[src/rtl/csr_commit_sequencer.sv]
// csr_commit_sequencer
//
// Commit-side responder between the write-back stage and the CSR register
// file. A CSR op (CSRRW/RS/RC or ERET) arriving at commit is latched and
// forwarded to the CSR file with a req/resp handshake. While the op is
// outstanding the control unit is told to stall IF..EXE. The outcome is
// reported as exactly one single-cycle pulse: read data for rd write-back,
// an ERET redirect, or a CSR exception with its trap vector.
//
// Ports
//   clk_i, rst_i           clock (rising edge), asynchronous active-high reset
//   wb_valid_i             valid instruction at commit
//   wb_csr_op_i            0 NONE, 1 RW, 2 RS, 3 RC, 4 ERET, 5-7 reserved
//   wb_csr_addr_i          CSR address
//   wb_csr_wdata_i         rs1 / immediate operand
//   csrf_req_valid_o       request strobe to the CSR file (held until ready)
//   csrf_req_ready_i       CSR file accepts the request
//   csrf_req_op_o          latched op
//   csrf_req_addr_o        latched address
//   csrf_req_wdata_o       latched operand
//   csrf_resp_valid_i      CSR file response strobe
//   csrf_resp_rdata_i      old CSR value
//   csrf_resp_illegal_i    access illegal / privilege fault
//   csrf_resp_evec_i       target PC for ERET or trap
//   csr_stall_o            stall IF..EXE while the op is outstanding
//   csr_eret_o             one-cycle pulse: ERET completed
//   csr_exception_o        one-cycle pulse: CSR exception
//   csr_evec_o             jump target, valid with eret/exception pulse
//   csr_rdata_o            read data for rd write-back
//   csr_rdata_valid_o      one-cycle pulse: csr_rdata_o valid
module csr_commit_sequencer #(
  parameter int              XLEN     = 64,
  parameter int              TIMEOUT  = 64,
  parameter logic [XLEN-1:0] TRAP_VEC = XLEN'(64'h0000_0100)
) (
  input  logic            clk_i,
  input  logic            rst_i,
  input  logic            wb_valid_i,
  input  logic [2:0]      wb_csr_op_i,
  input  logic [11:0]     wb_csr_addr_i,
  input  logic [XLEN-1:0] wb_csr_wdata_i,
  output logic            csrf_req_valid_o,
  input  logic            csrf_req_ready_i,
  output logic [2:0]      csrf_req_op_o,
  output logic [11:0]     csrf_req_addr_o,
  output logic [XLEN-1:0] csrf_req_wdata_o,
  input  logic            csrf_resp_valid_i,
  input  logic [XLEN-1:0] csrf_resp_rdata_i,
  input  logic            csrf_resp_illegal_i,
  input  logic [XLEN-1:0] csrf_resp_evec_i,
  output logic            csr_stall_o,
  output logic            csr_eret_o,
  output logic            csr_exception_o,
  output logic [XLEN-1:0] csr_evec_o,
  output logic [XLEN-1:0] csr_rdata_o,
  output logic            csr_rdata_valid_o
);

  localparam logic [2:0] OP_NONE = 3'd0;
  localparam logic [2:0] OP_RW   = 3'd1;
  localparam logic [2:0] OP_RS   = 3'd2;
  localparam logic [2:0] OP_RC   = 3'd3;
  localparam logic [2:0] OP_ERET = 3'd4;

  // One spare count beyond TIMEOUT: after a grant on the last allowed REQ
  // cycle the counter reaches TIMEOUT while in WAIT.
  localparam int               CNT_W    = $clog2(TIMEOUT + 2);
  localparam logic [CNT_W-1:0] CNT_LAST = CNT_W'(TIMEOUT - 1);

  typedef enum logic [1:0] {
    S_IDLE = 2'd0,
    S_REQ  = 2'd1,
    S_WAIT = 2'd2,
    S_RESP = 2'd3
  } state_t;

  state_t            state_q, state_d;
  logic [CNT_W-1:0]  cnt_q, cnt_d;
  logic [2:0]        op_q, op_d;
  logic [11:0]       addr_q, addr_d;
  logic [XLEN-1:0]   wdata_q, wdata_d;
  logic [XLEN-1:0]   rdata_q, rdata_d;
  logic [XLEN-1:0]   evec_q, evec_d;
  logic              exc_q, exc_d;

  logic start;
  logic reserved_op;
  logic timeout_hit;
  logic in_resp;

  assign start       = wb_valid_i && (wb_csr_op_i != OP_NONE);
  assign reserved_op = (wb_csr_op_i > OP_ERET);
  // Counter never stops below CNT_LAST in REQ/WAIT, so >= only matters for
  // the extra WAIT cycle that follows a last-moment grant.
  assign timeout_hit = (cnt_q >= CNT_LAST);

  // ---------------------------------------------------------------------
  // Next-state and capture logic
  // ---------------------------------------------------------------------
  always_comb begin
    state_d = state_q;
    cnt_d   = cnt_q;
    op_d    = op_q;
    addr_d  = addr_q;
    wdata_d = wdata_q;
    rdata_d = rdata_q;
    evec_d  = evec_q;
    exc_d   = exc_q;

    unique case (state_q)
      S_IDLE: begin
        if (start) begin
          op_d    = wb_csr_op_i;
          addr_d  = wb_csr_addr_i;
          wdata_d = wb_csr_wdata_i;
          cnt_d   = '0;
          rdata_d = '0;
          if (reserved_op) begin
            // Reserved encodings never reach the CSR file.
            exc_d   = 1'b1;
            evec_d  = TRAP_VEC;
            state_d = S_RESP;
          end else begin
            exc_d   = 1'b0;
            evec_d  = '0;
            state_d = S_REQ;
          end
        end
      end

      S_REQ: begin
        cnt_d = cnt_q + CNT_W'(1);
        if (csrf_req_ready_i) begin
          state_d = S_WAIT;
        end else if (timeout_hit) begin
          exc_d   = 1'b1;
          evec_d  = TRAP_VEC;
          state_d = S_RESP;
        end
      end

      S_WAIT: begin
        cnt_d = cnt_q + CNT_W'(1);
        if (csrf_resp_valid_i) begin
          rdata_d = csrf_resp_rdata_i;
          evec_d  = csrf_resp_evec_i;
          exc_d   = csrf_resp_illegal_i;
          state_d = S_RESP;
        end else if (timeout_hit) begin
          exc_d   = 1'b1;
          evec_d  = TRAP_VEC;
          state_d = S_RESP;
        end
      end

      S_RESP: begin
        state_d = S_IDLE;
      end

      default: begin
        state_d = S_IDLE;
      end
    endcase
  end

  // ---------------------------------------------------------------------
  // State and latched fields
  // ---------------------------------------------------------------------
  always_ff @(posedge clk_i or posedge rst_i) begin
    if (rst_i) begin
      state_q <= S_IDLE;
      cnt_q   <= '0;
      op_q    <= '0;
      addr_q  <= '0;
      wdata_q <= '0;
      rdata_q <= '0;
      evec_q  <= '0;
      exc_q   <= 1'b0;
    end else begin
      state_q <= state_d;
      cnt_q   <= cnt_d;
      op_q    <= op_d;
      addr_q  <= addr_d;
      wdata_q <= wdata_d;
      rdata_q <= rdata_d;
      evec_q  <= evec_d;
      exc_q   <= exc_d;
    end
  end

  // ---------------------------------------------------------------------
  // Outputs: decoded from registered state and fields only, except the
  // stall, which must already be high in the commit cycle itself.
  // ---------------------------------------------------------------------
  assign in_resp = (state_q == S_RESP);

  assign csr_stall_o      = ((state_q == S_IDLE) && start)
                         || (state_q == S_REQ)
                         || (state_q == S_WAIT);
  assign csrf_req_valid_o = (state_q == S_REQ);
  assign csrf_req_op_o    = op_q;
  assign csrf_req_addr_o  = addr_q;
  assign csrf_req_wdata_o = wdata_q;

  assign csr_exception_o   = in_resp && exc_q;
  assign csr_eret_o        = in_resp && !exc_q && (op_q == OP_ERET);
  assign csr_rdata_valid_o = in_resp && !exc_q && (op_q inside {OP_RW, OP_RS, OP_RC});
  assign csr_evec_o        = (csr_exception_o || csr_eret_o) ? evec_q : '0;
  assign csr_rdata_o       = csr_rdata_valid_o ? rdata_q : '0;

endmodule

[config.mk]
export PLATFORM = sky130hd
export DESIGN_NAME = csr_commit_sequencer
export DESIGN_NICKNAME = d
export VERILOG_FILES = /design/src/rtl/csr_commit_sequencer.sv
export SDC_FILE = /design/constraint.sdc
export NUM_CORES = 1
export LEC_CHECK = 0
export BUFFER_PORTS_ARGS = -buffer_cell sky130_fd_sc_hd__buf_2
export CAP_MARGIN = 20
export CORE_AREA = 2 2 167 169
export DETAILED_ROUTE_END_ITERATION = 12
export DIE_AREA = 0 0 169 171
export PLACE_DENSITY = 0.67
export SETUP_SLACK_MARGIN = 0.05
export SLEW_MARGIN = 40
export SYNTH_ARGS = -nofsm -noshare
export SYNTH_HDL_FRONTEND = slang
export SYNTH_SLANG_ARGS = --single-unit
[constraint.sdc]
create_clock -name clk_i -period 9.8 [get_ports clk_i]
set_input_delay 1.96 -clock clk_i [delete_from_list [all_inputs] [get_ports clk_i]]
set_output_delay 1.96 -clock clk_i [all_outputs]
set_load 0.01 [all_outputs]
Word-level counts from Yosys, hierarchy flattened
Index checks and enable logic that the tools add are counted.
{"block": "op_classes", "addsub": 1, "order_cmp": 2, "eq_ne": 10, "mux": 25, "n_reduce_logical": 21}
{"operator": "64-bit two-way mux", "n": 8}
{"operator": "64-bit one-hot mux with 3 select lines", "n": 1}
{"operator": "64-bit one-hot mux with 2 select lines", "n": 1}
{"operator": "7-bit one-hot mux with 2 select lines", "n": 1}
{"operator": "2-bit two-way mux", "n": 5}
{"operator": "9-bit two-way mux", "n": 1}
{"operator": "3-bit nonzero test", "n": 3}
{"operator": "2-bit one-hot mux with 4 select lines", "n": 1}
{"operator": "7-bit by 1-bit adder with 7-bit output, second input constant", "n": 1}
{"operator": "7-bit by 6-bit >= comparator with 1-bit output, second input constant", "n": 1}
{"operator": "7-bit two-way mux", "n": 1}
{"operator": "3-bit by 2-bit equality test with 1-bit output, second input constant", "n": 2}
{"operator": "1-bit logical AND", "n": 6}
{"operator": "2-bit != test, second input constant", "n": 3}
{"operator": "3-bit AND reduction", "n": 2}
{"operator": "1-bit two-way mux", "n": 5}
{"operator": "2-bit equality test, second input constant", "n": 2}
{"operator": "2-bit AND reduction", "n": 2}
{"operator": "2-bit nonzero test", "n": 2}
{"operator": "3-bit by 1-bit equality test with 1-bit output, second input constant", "n": 1}
{"operator": "3-bit equality test, second input constant", "n": 1}
{"operator": "3-bit greater-than comparator, second input constant", "n": 1}
{"operator": "1-bit logical OR", "n": 3}
{"operator": "1-bit one-hot mux with 3 select lines", "n": 1}
{"operator": "other kinds (4)", "n": 4}
{"block": "word_totals", "regBits": 217, "wordCells": 67}

Logic depth before layout (Yosys ltp)
Gate-level depths: netlist (run 1).
{"block": "depth", "word_depth": 5, "mapped_depth": 10, "depth_no_buf": 6}

Worst setup path before layout (run 1)
No wires, ideal clock.
{"block": "synth_timing", "path_kind": "in2out", "startpoint": "in wb_csr_op_i[2]", "endpoint": "out csr_stall_o", "arrival_ps": 2744, "required_ps": 7840, "path_slack_ps": 5096, "cell_stages": 4, "n_path_buf": 1, "cell_sequence": "o31a_2 nand2_2 buf_4 nand2_1"}
{"block": "synth_between", "elab_chain_len": 5}
{"element": "from (decl)", "line": "39", "source": "input logic [2:0] wb_csr_op_i,"}
{"element": "3-bit nonzero test", "line": "91", "source": "assign start = wb_valid_i && (wb_csr_op_i != OP_NONE);"}
{"element": "1-bit logical AND", "line": "91"}
{"element": "1-bit logical AND", "line": "197", "source": "assign csr_stall_o = ((state_q == S_IDLE) && start)"}
{"element": "1-bit logical OR", "line": "198", "source": "|| (state_q == S_REQ)"}
{"element": "1-bit logical OR", "line": "199", "source": "|| (state_q == S_WAIT);"}
{"element": "to (decl)", "line": "51", "source": "output logic csr_stall_o,"}
Every way passes these cells.

Worst setup path in the final report (run 1)
Ends and elaborated chain as after synthesis.

==> results_dict.tcl, run 1 <==
set metrics [dict create \
    syn_nets 1045 \
    slew_viol_final 0 \
    first_pass_iters 4 \
    num-nets-final 1448 \
    wl_per_cell_um 16.5 \
    postCtsSetupBuffers 0 \
    dp_hpwl_mm 18.2 \
    yosysWarnings 0 \
    min_period_over_period 0.532 \
    crit_arrival_ps 3250 \
    syn_avg_cell_area_um2 11.6 \
    cts_resized 0 \
    cts_hold_buffers 0 \
    synth_adder_area_share 0.00915 \
    portBuffers 424 \
    antenna_found_initial 4 \
    fin_skew_ps 8.02 \
    die_h_um 171 \
    cts_root_buf "clkbuf_16" \
    power_uw 3810 \
    cp_max_fo 81 \
    worstSetupEndpoint "csr_stall_o" \
    grt_start_max_net_pins 143 \
    finalWeightedCongestion 0.754 \
    r2r_end "rdata_q[43]" \
    cts_tree "built" \
    synth.area.mux_share 0.0940 \
    regArea_um2 5430 \
    syn-instance-count 825 \
    reg2reg_setup_slack_ps 6910 \
    antenna_left 0 \
    status "finished clean" \
    slew_headroom 0.466 \
    tightest_slew_ps 802 \
    drt-initial-drc-count 388 \
    synth_compound_area_frac 0.126 \
    wirelength_mm 26.4 \
    irDropWorstVdd_uv 229 \
    ys_ff_latch 217 \
    synthArstFlopShare 1.00 \
    synth.area.top_cells "dfrtp_1 57%, mux2_2 9.3%, a22o_1 5.9%" \
    vias 7526 \
    synth.largest_area_cell "dfrtp_1" \
    core_um2 27300 \
    synthDistinctLibCells 44 \
    startpoint_type "input port" \
    initial_core_util 0.350 \
    yosysMostFrequentCell "dfrtp_1" \
    hold_violations 0 \
    period_needed_ps 5210 \
    synthTopCellsByCount "217 x dfrtp_1, 134 x nand2_1, 79 x mux2_2" \
    end_kind "primary output" \
    worstSkewPairLatency_ps 520 \
    synth_xor_area_frac 0.00274 \
    via_per_inst 4.71 \
    r2r_start "state_q[0]" \
    setup_viol 0 \
    powerDensity_nw_per_um2 298 \
    holdCritPathClass "reg2reg" \
    cp.required_ps 7840 \
    synth-simple-area-share 0.161 \
    drive_above_1_share 0.470 \
    drcViolationCount 0 \
    grt_pass1_wl_mm 39.3 \
    die_w_um 169 \
    fin_tns_setup_ps 0 \
    leakage_uw 0.00675 \
    synthFlopType "dfrtp_1" \
    synth_edf_count 0 \
    first_global_vias 7226 \
    rsz0062_at_grt "no" \
    startpoint "wb_csr_op_i[2]" \
    crit_type "in2out" \
    num-fill-cells 2569 \
    core.rowCount 61 \
    netlist_area_um2 9570 \
    grt_overflow 0 \
    cap_viol_max_count 0 \
    die_area_um2 28900 \
    htree_levels 1 \
    clock_sinks 217 \
    grt_use_total 0.169 \
    cts_max_path_buffers 3 \
    synth_top_family_by_area "simple AND/OR/NAND/NOR gates" \
    ys_seq_area_frac 0.567 \
    pin_count 425 \
    yosysTopAreaCellShare 0.567 \
    r2r_cells 7 \
    multi_input_area_um2 3810 \
    area_growth_pct 33.9 \
    clk_pin_slew_ps 50 \
    fmax_mhz 192 \
    cts_buffers 26 \
]
[power by group]
group	internal (µW)	switching [µW]
combinational	579	819
sequential	1230	183
clock	612	388
[flip-flops by register name, indices dropped and copies added, names as in the netlist]
signal            flops
csrf_req_addr_o      12
state_q               2
evec_q               64
cnt_q                 7
exc_q                 1
csrf_req_wdata_o     64
rdata_q              64
csrf_req_op_o         3
[cells in the final DEF (no fill, tap or decap), types with 4 or more instances in the layout]
| cell type | instances |
|---|---|
| a21oi_1 | 4 |
| nand2_1 | 134 |
| mux2_2 | 79 |
| clkbuf_16 | 27 |
| a22o_1 | 64 |
| o21ai_0 | 50 |
| clkbuf_1 | 7 |
| o21ai_2 | 22 |
| dfrtp_1 | 217 |
| buf_4 | 5 |
| nor2_1 | 10 |
| inv_1 | 5 |
| buf_2 | 424 |
| nor2b_1 | 30 |
| nand2b_1 | 6 |
| ha_1 | 6 |
| and2b_1 | 37 |
| and2_1 | 65 |
[final cells by class]
class | count | share of cell area
multi-input cells | 545 | 0.297
diodes | 3 | 0.000586
clock inverters | 11 | 0.0118
clock buffers | 37 | 0.0580
inverters | 6 | 0.00273
well taps | 346 | 0.0338
flip-flops and latches | 217 | 0.424
repair buffers | 432 | 0.172
[routing by layer]
layer | global-route usage | part of all wire | vias to the layer above
met5 | 0 | 0.00042 | -
met4 | 0.0580 | 0.025 | 2
met3 | 0.0342 | 0.064 | 42
met2 | 0.283 | 0.49 | 285
met1 | 0.219 | 0.42 | 3572
li1 | - | - | 3625
[worst min path at each step]
| stage | from | end | slack [ps] | cells past startpoint |
|---|---|---|---|---|
| 2_1_floorplan | rdata_q[20] | rdata_q[20] | 440 | 2 |
| 3_3_place_gp | rdata_q[12] | rdata_q[12] | 450 | 2 |
| 3_5_place_dp | rdata_q[8] | rdata_q[8] | 460 | 2 |
| 4_1_cts | rdata_q[11] | rdata_q[11] | 470 | 2 |
| 5_1_grt | rdata_q[8] | rdata_q[8] | 490 | 2 |
| 6_report | rdata_q[11] | rdata_q[11] | 470 | 2 |
[kinds of logic (layout without fill, tap and decap cells)]
family / Yosys count / count (layout)
AND/OR/NAND/NOR: 295 / 295
multiplexers: 80 / 80
adder cells (fa/ha/maj): 7 / 7
XOR/XNOR: 3 / 3
AO/OA/AOI/OAI: 160 / 160
other: 0 / 3
buffers and inverters: 63 / 486
flip-flops: 217 / 217
[worst max-delay path, cell delays in order]
cell,delay (ps)
buf_2,130
o31a_2,430
nand2_8,470
nand2_1,90
buf_2,170
[stage by stage]
| stage | instance area (µm²) | util | std cells | hold WS (ps) | setup WS, ps |
|---|---|---|---|---|---|
| after CTS | 12800 | 0.468 | 1593 | 470 | 4570 |
| after floorplan | 9570 | - | 825 | 442 | 1900 |
| final | 12800 | 0.469 | 1597 | 467 | 4590 |
| after global routing | 12800 | 0.469 | 1597 | 486 | 4500 |
| after detailed placement | 11900 | 0.435 | 1545 | 456 | 4580 |
| after global placement | 11900 | 0.434 | 1545 | 453 | 4290 |
Power figures use the tool's default switching activity.
==> run 2, diff against run 1 <==
--- a/config.mk
+++ b/config.mk
@@ -10,7 +10,7 @@
 export CORE_AREA = 2 2 167 169
 export DETAILED_ROUTE_END_ITERATION = 12
 export DIE_AREA = 0 0 169 171
-export PLACE_DENSITY = 0.67
+export PLACE_DENSITY = 0.69
 export SETUP_SLACK_MARGIN = 0.05
 export SLEW_MARGIN = 40
 export SYNTH_ARGS = -nofsm -noshare
==> constraint.sdc (replaced) <==
create_clock -name clk_i -period 4.54 [get_ports clk_i]
set_input_delay 0.908 -clock clk_i [delete_from_list [all_inputs] [get_ports clk_i]]
set_output_delay 0.908 -clock clk_i [all_outputs]
set_load 0.01 [all_outputs]
==> run 2 against run 1 <==
Combinational power grew 120%. Register-to-register slack lost 5200 ps. Die area is the same. Clock-buffer cell count grew 1. Critical endpoint is now csr_evec_o[47]. Via count grew 1.6%. Non-clock buffer count grew 6. Setup slack lost 3300 ps. Critical path depth grew 2. First-iteration DRC count grew 6.4%. Flip-flop and latch count is the same.
==> results_dict.tcl, run 2 (synthesis results as in run 1) <==
set metrics [dict create \
    crit_type "reg2out" \
    drcViolationCount 0 \
    regArea_um2 5430 \
    cp.required_ps 3630 \
    powerDensity_nw_per_um2 634 \
    min_period_over_period 0.721 \
    dp_hpwl_mm 19.6 \
    switching_share 0.361 \
    p_clk_frac 0.248 \
    first_global_vias 7399 \
    reg2reg_setup_slack_ps 1740 \
    clock_sinks 217 \
    grt_use_total 0.173 \
    path_delay_family "simple AND/OR/NAND/NOR gates" \
    period_needed_ps 3270 \
    fin_tns_setup_ps 0 \
    first_pass_iters 4 \
    tightest_slew_ps 794 \
    slew_headroom 0.468 \
    seq_power_share 0.376 \
    slowest_stage "dfrtp_1" \
    drt-initial-drc-count 413 \
    hold_violations 0 \
    core.rowCount 61 \
    wl_per_cell_um 16.7 \
    cts_root_buf "clkbuf_16" \
    leakage_uw 0.00676 \
    r2r_end "evec_q[4]" \
    cts_buffers 26 \
    finalWeightedCongestion 0.800 \
    cts_max_path_buffers 3 \
    wirelength_mm 26.7 \
    status "finished clean" \
    crit_chain "ha_1 -> and2_1 -> nor2_4 -> buf_16 -> buf_8 -> and2b_1 -> buf_2" \
    grt_start_max_net_pins 80 \
    core_um2 27300 \
    cp_max_fo 25 \
    vias 7643 \
    multi_input_area_um2 3800 \
    power.switching_uw 2940 \
    cts_tree "built" \
    num-nets-final 1454 \
    setup_viol 0 \
    cap_viol_max_count 0 \
    antenna_left 0 \
    irDropWorstVdd_uv 426 \
    startpoint "state_q[1]" \
    via_per_inst 4.77 \
    intPower_uw 5200 \
    portBuffers 424 \
    worstSkewPairLatency_ps 520 \
    crit_arrival_ps 2360 \
    area_growth_pct 34.2 \
    max_stage_delay_ps 430 \
    antenna_found_initial 5 \
    die_area_um2 28900 \
    layout_common_cells "424 x buf_2, 217 x dfrtp_1, 134 x nand2_1" \
    initial_core_util 0.350 \
    r2r_cells 7 \
    die_w_um 169 \
    grt_overflow 0 \
    end_kind "primary output" \
    drive_above_1_share 0.473 \
    startpoint_type "register" \
    worstSetupEndpoint "csr_evec_o[47]" \
    fmax_mhz 306 \
    r2r_start "state_q[1]" \
    die_h_um 171 \
    comb_power_share 0.376 \
    clk_pin_slew_ps 60 \
    postCtsSetupBuffers 0 \
    critical_path_buf_inv_count 3 \
    holdCritPathClass "in2async" \
    cts_resized 0 \
    fin_skew_ps 11.2 \
    slew_viol_final 0 \
    setup_slack_ps 1270 \
    final_common_cell "buf_2" \
    num-fill-cells 2553 \
    post-place-ws_ps 1430 \
    cp.depth 7 \
    htree_levels 1 \
    pin_count 425 \
    grt_pass1_wl_mm 39.7 \
    cts_hold_buffers 0 \
    rsz0062_at_grt "no" \
    layout.cells.non_filler 1602 \
    post-place-cells 1551 \
]
run 2: how the worst min path moves through the flow:
stage / from / to / slack [ps] / cells past startpoint
after CTS: rdata_q[18] / rdata_q[18] / 470 / 2
final: rst_i / csrf_req_wdata_o[28] / 350 / 2
after global routing: rst_i / csrf_req_wdata_o[28] / 350 / 2
after detailed placement: rdata_q[18] / rdata_q[18] / 460 / 2
after global placement: rdata_q[45] / rdata_q[45] / 450 / 2
after floorplan: rdata_q[20] / rdata_q[20] / 440 / 2
run 2: layout make-up:
cell class | count | area share
diodes | 4 | 0.000779
clock buffers | 38 | 0.0605
clock inverters | 8 | 0.00565
inverters | 6 | 0.00204
multi-input cells | 545 | 0.295
flip-flops and latches | 217 | 0.423
well taps | 346 | 0.0337
repair buffers | 438 | 0.179
run 2: power by group through the flow:
stage	logic, µW	clock network (µW)	registers [µW]
2_1_floorplan	2010	0	3170
3_3_place_gp	2980	0	3050
3_5_place_dp	3100	0	3080
4_1_cts	3110	2080	3070
5_1_grt	3390	2160	3150
6_report	3060	2020	3060
run 2: stage by stage:
step	total power, µW	util	hold WS (ps)	area [µm²]
2_1_floorplan	5180	-	442	9580
6_report	8140	0.470	355	12900
4_1_cts	8260	0.469	469	12800
5_1_grt	8700	0.470	351	12900
3_3_place_gp	6030	0.436	453	11900
3_5_place_dp	6190	0.438	457	12000
run 2: per-layer routing:
metal	GRT usage	vias to the layer above	routed length [µm]
li1	-	3635	-
met1	0.216	3653	10800
met2	0.288	293	13200
met3	0.0419	60	1870
met4	0.0721	2	833
met5	0	-	11
==> run 3, diff against run 2 <==
==> constraint.sdc (replaced) <==
create_clock -name clk_i -period 2.73 [get_ports clk_i]
set_input_delay 0.546 -clock clk_i [delete_from_list [all_inputs] [get_ports clk_i]]
set_output_delay 0.546 -clock clk_i [all_outputs]
set_load 0.01 [all_outputs]
==> run 3 against run 2 <==
Utilization increased by 0.92 points. First-iteration DRC count rose by 27%. Power grew 72%. Setup slack got worse by 1200 ps. Global-route usage grew 0.51 points. Wire length is 2.8% higher. Critical endpoint is now csr_evec_o[63].
==> results_dict.tcl, run 3 (synthesis results as in run 1) <==
set metrics [dict create \
    status "finished clean" \
    drive_above_1_share 0.482 \
    clock_sinks 217 \
    critical_path_buf_inv_count 3 \
    grt_pass1_wl_mm 41.0 \
    cp.depth 7 \
    holdCritPathClass "in2reg" \
    wirelength_mm 27.5 \
    via_per_inst 4.76 \
    worstSetupEndpoint "csr_evec_o[63]" \
    cts_tree "built" \
    drcViolationCount 0 \
    final_util 0.479 \
    layout_common_cells "423 x buf_2, 217 x dfrtp_1, 134 x nand2_1" \
    end_kind "primary output" \
    crit_arrival_ps 2110 \
    portBuffers 424 \
    crit_chain "ha_2 -> and4b_2 -> nor2_4 -> buf_8 -> buf_12 -> and2b_1 -> buf_2" \
    min_period_over_period 0.973 \
    core.rowCount 61 \
    tightest_slew_ps 721 \
    startpoint "state_q[0]" \
    grt_use_total 0.178 \
    pin_count 425 \
    reg2reg_setup_slack_ps 480 \
    irDropWorstVdd_uv 782 \
    slowest_stage "dfrtp_1" \
    powerDensity_nw_per_um2 1070 \
    worstSkewPairLatency_ps 520 \
    grt_start_max_net_pins 74 \
    die_area_um2 28900 \
    num_antenna_cells 0 \
    num-fill-cells 2541 \
    hold_violations 0 \
    rsz0062_at_grt "yes" \
    setup_viol 0 \
    cts_max_path_buffers 3 \
    die_w_um 169 \
    wl_per_cell_um 17.1 \
    die_h_um 171 \
    cap_viol_max_count 0 \
    core_um2 27300 \
    cts_buffers 24 \
    startpoint_type "register" \
    period_needed_ps 2660 \
    crit_type "reg2out" \
    cp_max_fo 8 \
    slew_viol_final 0 \
    initial_core_util 0.350 \
    first_global_vias 7594 \
    grt_overflow 0 \
    antenna_found_initial 3 \
    fmax_mhz 377 \
    area_growth_pct 36.9 \
    dp_hpwl_mm 19.1 \
    path_delay_family "simple AND/OR/NAND/NOR gates" \
    first_pass_iters 4 \
    fin_skew_ps 17.4 \
    finalWeightedCongestion 0.791 \
    r2r_start "state_q[1]" \
    final_common_cell "buf_2" \
    max_stage_delay_ps 390 \
    timing.hold.ws_ps 246 \
    r2r_cells 7 \
    htree_levels 1 \
    num-nets-final 1465 \
    leakage_uw 0.00689 \
    cts_root_buf "clkbuf_16" \
    antenna_left 0 \
    drt-initial-drc-count 525 \
    cp.required_ps 2180 \
    vias 7660 \
    r2r_end "evec_q[38]" \
    clk_pin_slew_ps 60 \
    slew_headroom 0.520 \
]
-- run 3: cell types whose count changed in the layout (fill, tap and decap cells not counted), moves of 2 or more --
cell	delta
clkinv_2	+3
buf_12	+6
ha_1	-2
buf_6	+2
clkinvlp_4	-3
clkbuf_1	-2
diode_2	-4
-- run 3: cell type report --
type                       instances  area [µm²]  share of cell area
inverter                           6        26.3             0.00201
sequential                       217        5430               0.414
clock buffer                      33         706              0.0539
tap                              346         433              0.0330
multi-input combinational        545        3820               0.292
timing repair buffer             451        2570               0.196
clock inverter                    11         113             0.00860
-- run 3: per-stage QoR --
step	power (µW)	TNS, ps	cell area [µm²]	instances	setup WS (ps)
2_1_floorplan	8610	-139340	9580	825	-642
3_5_place_dp	10400	0	12000	1551	490
5_1_grt	14900	-32.8	13100	1609	-11.6
3_3_place_gp	10200	0	12000	1551	576
4_1_cts	14000	0	13000	1602	10.3
6_report	14000	0	13100	1609	74.7
-- run 3: how the worst min path moves through the flow --
stage / start / endpoint / slack (ps) / cells after the start
6_report: csrf_resp_evec_i[55] / evec_q[55] / 250 / 2
5_1_grt: csrf_resp_evec_i[53] / evec_q[53] / 240 / 2
4_1_cts: csrf_resp_evec_i[55] / evec_q[55] / 220 / 2
3_5_place_dp: rdata_q[9] / rdata_q[9] / 460 / 2
3_3_place_gp: rdata_q[9] / rdata_q[9] / 450 / 2
2_1_floorplan: rdata_q[20] / rdata_q[20] / 440 / 2
-- run 3: worst register-to-register path: cells and delay by family (launching register included) --
| kind | cells | cell delay (ps) |
|---|---|---|
| compound gates | 2 | 560 |
| fa+ha+maj | 1 | 290 |
| buf+inv | 3 | 800 |
| flops | 1 | 360 |
| simple gates | 1 | 170 |
-- run 3: power breakdown --
group / internal [µW] / leakage [µW] / total [µW] / switching [µW]
logic: 2510 / 0.00368 / 5580 / 3070
registers: 4430 / 0.00280 / 5080 / 650
clock network: 2000 / 0.000412 / 3330 / 1330
total: 8930 / 0.00689 / 14000 / 5050
-- run 3: repair_timing --
| action | in CTS | in global routing |
|---|---|---|
| setup endpoints to repair | 38 | 61 |
| resized for setup | 3 | 11 |
| hold buffers | 1 | 0 |
| buffers inserted | 4 | 3 |
| pin swaps | 0 | 1 |
| cloned | 2 | 4 |
| hold endpoints to repair | 8 | 0 |
-- run 3: layer usage --
| metal | track usage | vias up | routed length [µm] |
|---|---|---|---|
| li1 | - | 3650 | - |
| met1 | 0.229 | 3679 | 11100 |
| met2 | 0.298 | 282 | 13500 |
| met3 | 0.0405 | 45 | 1910 |
| met4 | 0.0602 | 4 | 826 |
| met5 | 0 | - | 27 |
